--- config.mk ---
export PLATFORM = sky130hd
export DESIGN_NAME = scirc_updn_mod_counter
export DESIGN_NICKNAME = d
export VERILOG_FILES = /design/src/rtl/scirc_updn_mod_counter.sv
export SDC_FILE = /design/constraint.sdc
export NUM_CORES = 1
export LEC_CHECK = 0
export ABC_AREA = 1
export BUFFER_PORTS_ARGS = -buffer_cell sky130_fd_sc_hd__clkbuf_2
export CELL_PAD_IN_SITES_DETAIL_PLACEMENT = 1
export CELL_PAD_IN_SITES_GLOBAL_PLACEMENT = 2
export CORE_MARGIN = 3
export CORE_UTILIZATION = 26
export CTS_CLUSTER_DIAMETER = 50
export DETAILED_ROUTE_END_ITERATION = 16
export GPL_TIMING_DRIVEN = 1
export HOLD_SLACK_MARGIN = 0.03
export PLACE_DENSITY = 0.84
export SLEW_MARGIN = 30
export SYNTH_ARGS = -nofsm -noshare
export SYNTH_HDL_FRONTEND = slang
export SYNTH_SLANG_ARGS = --single-unit
--- constraint.sdc ---
create_clock -name clk_i -period 1.4 [get_ports clk_i]
set_input_delay 0.07 -clock clk_i [delete_from_list [all_inputs] [get_ports clk_i]]
set_output_delay 0.07 -clock clk_i [all_outputs]
set_load 0.1 [all_outputs]
--- src/rtl/scirc_updn_mod_counter.sv ---
// Modulo-MODULUS up/down counter driven by a 2-bit command, with a registered
// one-cycle boundary flag and last-direction output; wraps or saturates per WRAP.
module scirc_updn_mod_counter #(
    parameter int WIDTH   = 4,
    parameter int MODULUS = 10,
    parameter int WRAP    = 1
) (
    input  logic             clk_i,
    input  logic             rst_i,
    input  logic [1:0]       x_i,
    output logic [WIDTH-1:0] count_o,
    output logic             y_out,
    output logic             dir_o
);

    localparam logic [WIDTH-1:0] MAX_C = WIDTH'(MODULUS - 1);

    localparam logic [1:0] CMD_HOLD  = 2'b00;
    localparam logic [1:0] CMD_UP    = 2'b01;
    localparam logic [1:0] CMD_DOWN  = 2'b10;
    localparam logic [1:0] CMD_CLEAR = 2'b11;

    if (WIDTH < 1 || WIDTH > 16 || MODULUS < 2 || MODULUS > (1 << WIDTH)) begin : g_bad_param
        $error("scirc_updn_mod_counter: illegal WIDTH/MODULUS combination");
    end

    // A full-range modulus makes every encoding legal, so no recovery compare exists.
    logic out_of_range;
    if (MODULUS == (1 << WIDTH)) begin : g_full
        assign out_of_range = 1'b0;
    end else begin : g_part
        assign out_of_range = (count_o > MAX_C);
    end

    logic [WIDTH-1:0] count_nxt;
    logic             y_nxt;
    logic             dir_nxt;

    always_comb begin
        count_nxt = count_o;
        y_nxt     = 1'b0;
        dir_nxt   = dir_o;
        case (x_i)
            CMD_UP: begin
                dir_nxt = 1'b1;
                if (out_of_range) begin
                    count_nxt = '0;
                    y_nxt     = 1'b1;
                end else if (count_o == MAX_C) begin
                    y_nxt = 1'b1;
                    if (WRAP != 0) count_nxt = '0;
                end else begin
                    count_nxt = count_o + WIDTH'(1);
                end
            end
            CMD_DOWN: begin
                dir_nxt = 1'b0;
                if (out_of_range) begin
                    count_nxt = '0;
                    y_nxt     = 1'b1;
                end else if (count_o == '0) begin
                    y_nxt = 1'b1;
                    if (WRAP != 0) count_nxt = MAX_C;
                end else begin
                    count_nxt = count_o - WIDTH'(1);
                end
            end
            CMD_CLEAR: begin
                count_nxt = '0;
                dir_nxt   = 1'b1;
            end
            CMD_HOLD: ;
            default: ;
        endcase
    end

    always_ff @(posedge clk_i or negedge rst_i) begin
        if (!rst_i) begin
            count_o <= '0;
            y_out   <= 1'b0;
            dir_o   <= 1'b1;
        end else begin
            count_o <= count_nxt;
            y_out   <= y_nxt;
            dir_o   <= dir_nxt;
        end
    end

endmodule

==> results of run 1 <==
[cells by family (layout without fill, tap and decap cells)]
kind of cell,Yosys count,in the layout,share of synthesized area
flops,6,6,0.350
buf+inv,10,24,0.0867
compound gates,8,8,0.101
fa+ha+maj,4,4,0.116
simple gates,34,34,0.347
[final cells by class]
| class | instances | area (um^2) | area share |
|---|---|---|---|
| sequential | 6 | 156 | 0.289 |
| clock buffer | 4 | 26.3 | 0.0485 |
| timing repair buffer | 10 | 57.6 | 0.106 |
| multi-input combinational | 46 | 244 | 0.450 |
| tap | 16 | 20.0 | 0.0370 |
| inverter | 10 | 37.5 | 0.0693 |
[Yosys cell counts]
master | instances | share of area
a21oi_1 | 3 | 0.035
a21oi_2 | 1 | 0.020
and2_1 | 1 | 0.014
dfrtp_1 | 5 | 0.29
dfstp_2 | 1 | 0.061
ha_1 | 4 | 0.12
inv_1 | 8 | 0.069
inv_2 | 2 | 0.017
nand2_1 | 18 | 0.16
nand2_2 | 1 | 0.014
nand3_1 | 8 | 0.092
nand4_1 | 1 | 0.014
nor2_1 | 3 | 0.026
nor2_2 | 2 | 0.029
o21ai_0 | 3 | 0.035
o21ai_1 | 1 | 0.012
[sequential cells by signal, indices dropped and copies added, names as in the netlist]
register,flops
count_o,4
dir_o,1
y_out,1
[timing repair]
| item | 4_1_cts | 5_1_grt |
|---|---|---|
| hold endpoints to repair | 6 | 0 |
| setup buffers | 0 | 0 |
| hold buffers | 1 | 0 |
[worst max-delay path by stage]
stage,slack (ns),to,startpoint
4_1_cts,0.17,count_o[2],count_o[2]
3_5_place_dp,0.22,count_o[1],x_i[0]
3_3_place_gp,0.24,count_o[1],x_i[0]
5_1_grt,0.10,count_o[3],count_o[1]
2_1_floorplan,0.03,count_o[0],count_o[2]
6_report,0.18,count_o[2],count_o[2]
[routing by layer]
metal / vias up / global-route usage / routed length [um]
li1: 223 / - / -
met2: 11 / 0.220 / 588
met1: 199 / 0.162 / 493
met4: 0 / 0.0331 / 0
met3: 0 / 0.0460 / 54
met5: - / 0 / 0
[per-stage QoR]
step	cells	hold slack [ns]	util	setup slack, ns
global placement	87	-0.0969	0.328	0.245
floorplan	62	-0.226	-	0.0283
CTS	92	0.173	0.351	0.168
global route	92	0.218	0.351	0.104
detailed placement	87	-0.0942	0.328	0.218
finish	92	0.206	0.351	0.181
==> flow_summary.toml, run 1 <==
[sta]
layout_min_cycle_time_ns = 1.22
finalSetupViolCount = 0
slew_viol_final = 0
tns_ns = 0
final_hold_viol_count = 0
rsz0062_at_grt = "false"
clock_skew_ns = 0.00482
worstMarginPinSlew_ns = 0.540
timing.final.crit_share = 0.871
slew_headroom = 0.641
fmax_mhz = 820

[run]
max-cap-violations = 0

[floorplanning]
die_x_um = 46.8
ioPinCount = 10
std_cell_rows = 14
start_util = 0.281
die_area_um2 = 2190
core_area_um2 = 1540
die_h_um = 46.8

[yosys]
ys_seq_area_frac = 0.350
synth_cells = 62
synth_cell_types = 16
syn_area_um2 = 433
syn_area_per_cell_um2 = 6.98
synth_seq_cells = 6
synth_fp_nets = 70
yosysWarningCount = 0

[layout]
nFillCells = 208
drive_gt1_frac = 0.303
final_common_cell = "nand2_1"
fin_area_um2 = 542
n_antenna_cell = 0
final_nets = 85
layout_common_cells = "nand2_1, inv_1, nand3_1, clkbuf_2"
areaGrowthSynthToFinish_pct = 25.1

[clocking]
cts_root_buf = "clkbuf_4"
clkSlewWorstSetupHoldPaths_ns = 0.05
cts_max_level = 1
numClockSinks = 6
cts.repair.resized = 0
numCtsBuffers = 3
clock_latency_ns = 0.25
cts_max_path_buffers = 2
cts_tree = "built"

[global_route]
grt_max_degree = 8
grt_use_total = 0.132
grt_pass1_wl_um = 1980
grt_pass1_vias = 464
overflow = 0
antenna_found_initial = 0

[worst_setup_path]
end_kind = "output port"
worst-path-max-fanout = 6
path_delay_family = "buffers and inverters"
r2r_setup_slack_ns = 0.23
r2r-start = "count_o[0]"
criticalPathCategory = "reg -> out"
critical_path_depth = 1
r2r_cells = 7
crit_slowest_cell = "clkbuf_2"
r2r-end = "count_o[3]"
required_ns = 1.33
crit_path_max_incr_delay_ns = 0.48
critPathBufInv = 1
arrival_ns = 1.15
worstPathCellList = "clkbuf_2"
critPathLaunchType = "register"

[route]
vias_per_cell = 4.71
drt.antenna.violating_nets = 0
first_iter_violations = 1
routed_wl_um = 1140
dr.pass1.iters = 2
post_drt_wl_per_cell_um = 12.3
vias = 433
drc = 0

[hold_path]
worst_hold_path_type = "in -> async"

[run_status]
status = "completed"

[placed_design]
dpl-instance-area_um2 = 505
portBuffers = 9
hpwl_um = 910
gp_congestion = 0.770
Power of run 1 is not shown: default switching activity piles up to over one toggle a cycle in this logic, so the estimate is an artifact.
==> run 2, diff against run 1 <==
--- a/config.mk
+++ b/config.mk
@@ -8,14 +8,14 @@
 export ABC_AREA = 1
 export BUFFER_PORTS_ARGS = -buffer_cell sky130_fd_sc_hd__clkbuf_2
 export CELL_PAD_IN_SITES_DETAIL_PLACEMENT = 1
-export CELL_PAD_IN_SITES_GLOBAL_PLACEMENT = 2
-export CORE_MARGIN = 3
-export CORE_UTILIZATION = 26
+export CELL_PAD_IN_SITES_GLOBAL_PLACEMENT = 1
+export CORE_AREA = 3 3 40 42
 export CTS_CLUSTER_DIAMETER = 50
 export DETAILED_ROUTE_END_ITERATION = 16
+export DIE_AREA = 0 0 43 45
 export GPL_TIMING_DRIVEN = 1
 export HOLD_SLACK_MARGIN = 0.03
-export PLACE_DENSITY = 0.84
+export PLACE_DENSITY = 0.82
 export SLEW_MARGIN = 30
 export SYNTH_ARGS = -nofsm -noshare
 export SYNTH_HDL_FRONTEND = slang
==> run 2 against run 1 <==
Core utilization rose by 6.9 points; critical path depth unchanged; first-iteration DRC count grew to 5.0 times the previous value; clock skew is 0.0075 ns higher; worst setup slack worse by 0.0067 ns; non-clock buffer count is the same; maximum frequency decreased by 0.55%; routed wire length is 3.1% higher; register-to-register slack got worse by 0.05 ns; final area decreased by 0.23%.
==> flow_summary.toml, run 2 (same netlist as run 1, synthesis figures left out) <==
[sta]
timing.final.crit_share = 0.875
finalSetupViolCount = 0
clock_skew_ns = 0.0123
slew_headroom = 0.640
final_hold_viol_count = 0
worstMarginPinSlew_ns = 0.543
rsz0062_at_grt = "false"
slew_viol_final = 0
layout_min_cycle_time_ns = 1.23
fmax_mhz = 816
tns_ns = 0
finalWorstSetupSlack_ns = 0.174

[layout]
drive_gt1_frac = 0.303
reg.largest.list = "count_o (4), dir_o (1), y_out (1)"
layout_common_cells = "nand2_1, inv_1, nand3_1, clkbuf_2"
regMostFlops = "count_o"
final_nets = 85
largest_reg_flops = 4
utilization = 0.421
n_antenna_cell = 0
areaGrowthSynthToFinish_pct = 24.9
nFillCells = 178
fin_area_um2 = 541
final_common_cell = "nand2_1"

[global_route]
grt_pass1_vias = 496
overflow = 0
grt_max_degree = 8
antenna_found_initial = 0
grt_pass1_wl_um = 2180
grt_use_total = 0.164

[worst_setup_path]
critPathBufInv = 1
path_delay_family = "buffers and inverters"
critPathLaunchType = "register"
worstPathCellList = "clkbuf_2"
crit_end = "count_o[2]"
critical_path_depth = 1
startpoint = "count_o[2]"
crit_slowest_cell = "clkbuf_2"
r2r_setup_slack_ns = 0.18
required_ns = 1.33
end_kind = "output port"
worst-path-max-fanout = 6
r2r_cells = 7
r2r-start = "count_o[0]"
criticalPathCategory = "reg -> out"
r2r-end = "count_o[0]"
crit_path_max_incr_delay_ns = 0.48
arrival_ns = 1.16

[clocking]
numClockSinks = 6
cts_tree = "built"
cts_max_level = 1
post_cts_buffers = 0
cts_root_buf = "clkbuf_4"
numCtsBuffers = 3
clkSlewWorstSetupHoldPaths_ns = 0.06
cts_max_path_buffers = 2
clock_latency_ns = 0.26

[placed_design]
gp_congestion = 0.735
hpwl_um = 996
post-place-ws_ns = 0.188
portBuffers = 9
dpl-instance-area_um2 = 504

[floorplanning]
die_h_um = 45
std_cell_rows = 13
die_area_um2 = 1940
core_area_um2 = 1280
ioPinCount = 10
start_util = 0.337
die_x_um = 43

[route]
drt.antenna.violating_nets = 0
routed_wl_um = 1170
drc = 0
post_drt_wl_per_cell_um = 12.9
dr.pass1.iters = 4
first_iter_violations = 5
vias_per_cell = 5.26
vias = 479

[hold_path]
worst_hold_path_type = "in -> async"

[run]
max-cap-violations = 0

[run_status]
status = "completed"
## run 2: cell counts in the layout (fill, tap and decap cells not counted)
No cell type changed its count.
## run 2: timing repair
item / CTS / global route
resized for setup: 0 / 0
hold endpoints to repair: 6 / 0
hold buffers: 1 / 0
## run 2: final cells by class
class	count	area, um^2	area share
inverters	10	37.5	0.0694
flip-flops and latches	6	156	0.289
well taps	15	18.8	0.0347
repair buffers	10	57.6	0.106
clock buffers	4	26.3	0.0486
multi-input cells	46	244	0.451
## run 2: per-layer routing
| metal | track usage | wire length (um) | part of all wire | vias up |
|---|---|---|---|---|
| met4 | 0.163 | 72 | 0.061 | 0 |
| met2 | 0.278 | 613 | 0.52 | 19 |
| li1 | - | - | - | 225 |
| met5 | 0 | 0 | 0 | - |
| met3 | 0.0518 | 61 | 0.052 | 8 |
| met1 | 0.154 | 424 | 0.36 | 227 |
## run 2: how the worst min path moves through the flow
stage / from / end / slack, ns / cells after the start
finish: rst_i / count_o[2] / 0.17 / 2
global route: rst_i / count_o[2] / 0.17 / 2
CTS: rst_i / count_o[2] / 0.18 / 2
detailed placement: rst_i / y_out / -0.09 / 1
global placement: rst_i / y_out / -0.1 / 1
floorplan: rst_i / count_o[0] / -0.23 / 0
## run 2: stage by stage
step	std cells	hold WS, ns
final	91	0.175
after global routing	91	0.175
after CTS	91	0.178
after detailed placement	86	-0.0916
after global placement	86	-0.0995
after floorplan	62	-0.226
Power of run 2 is left out for the same reason.
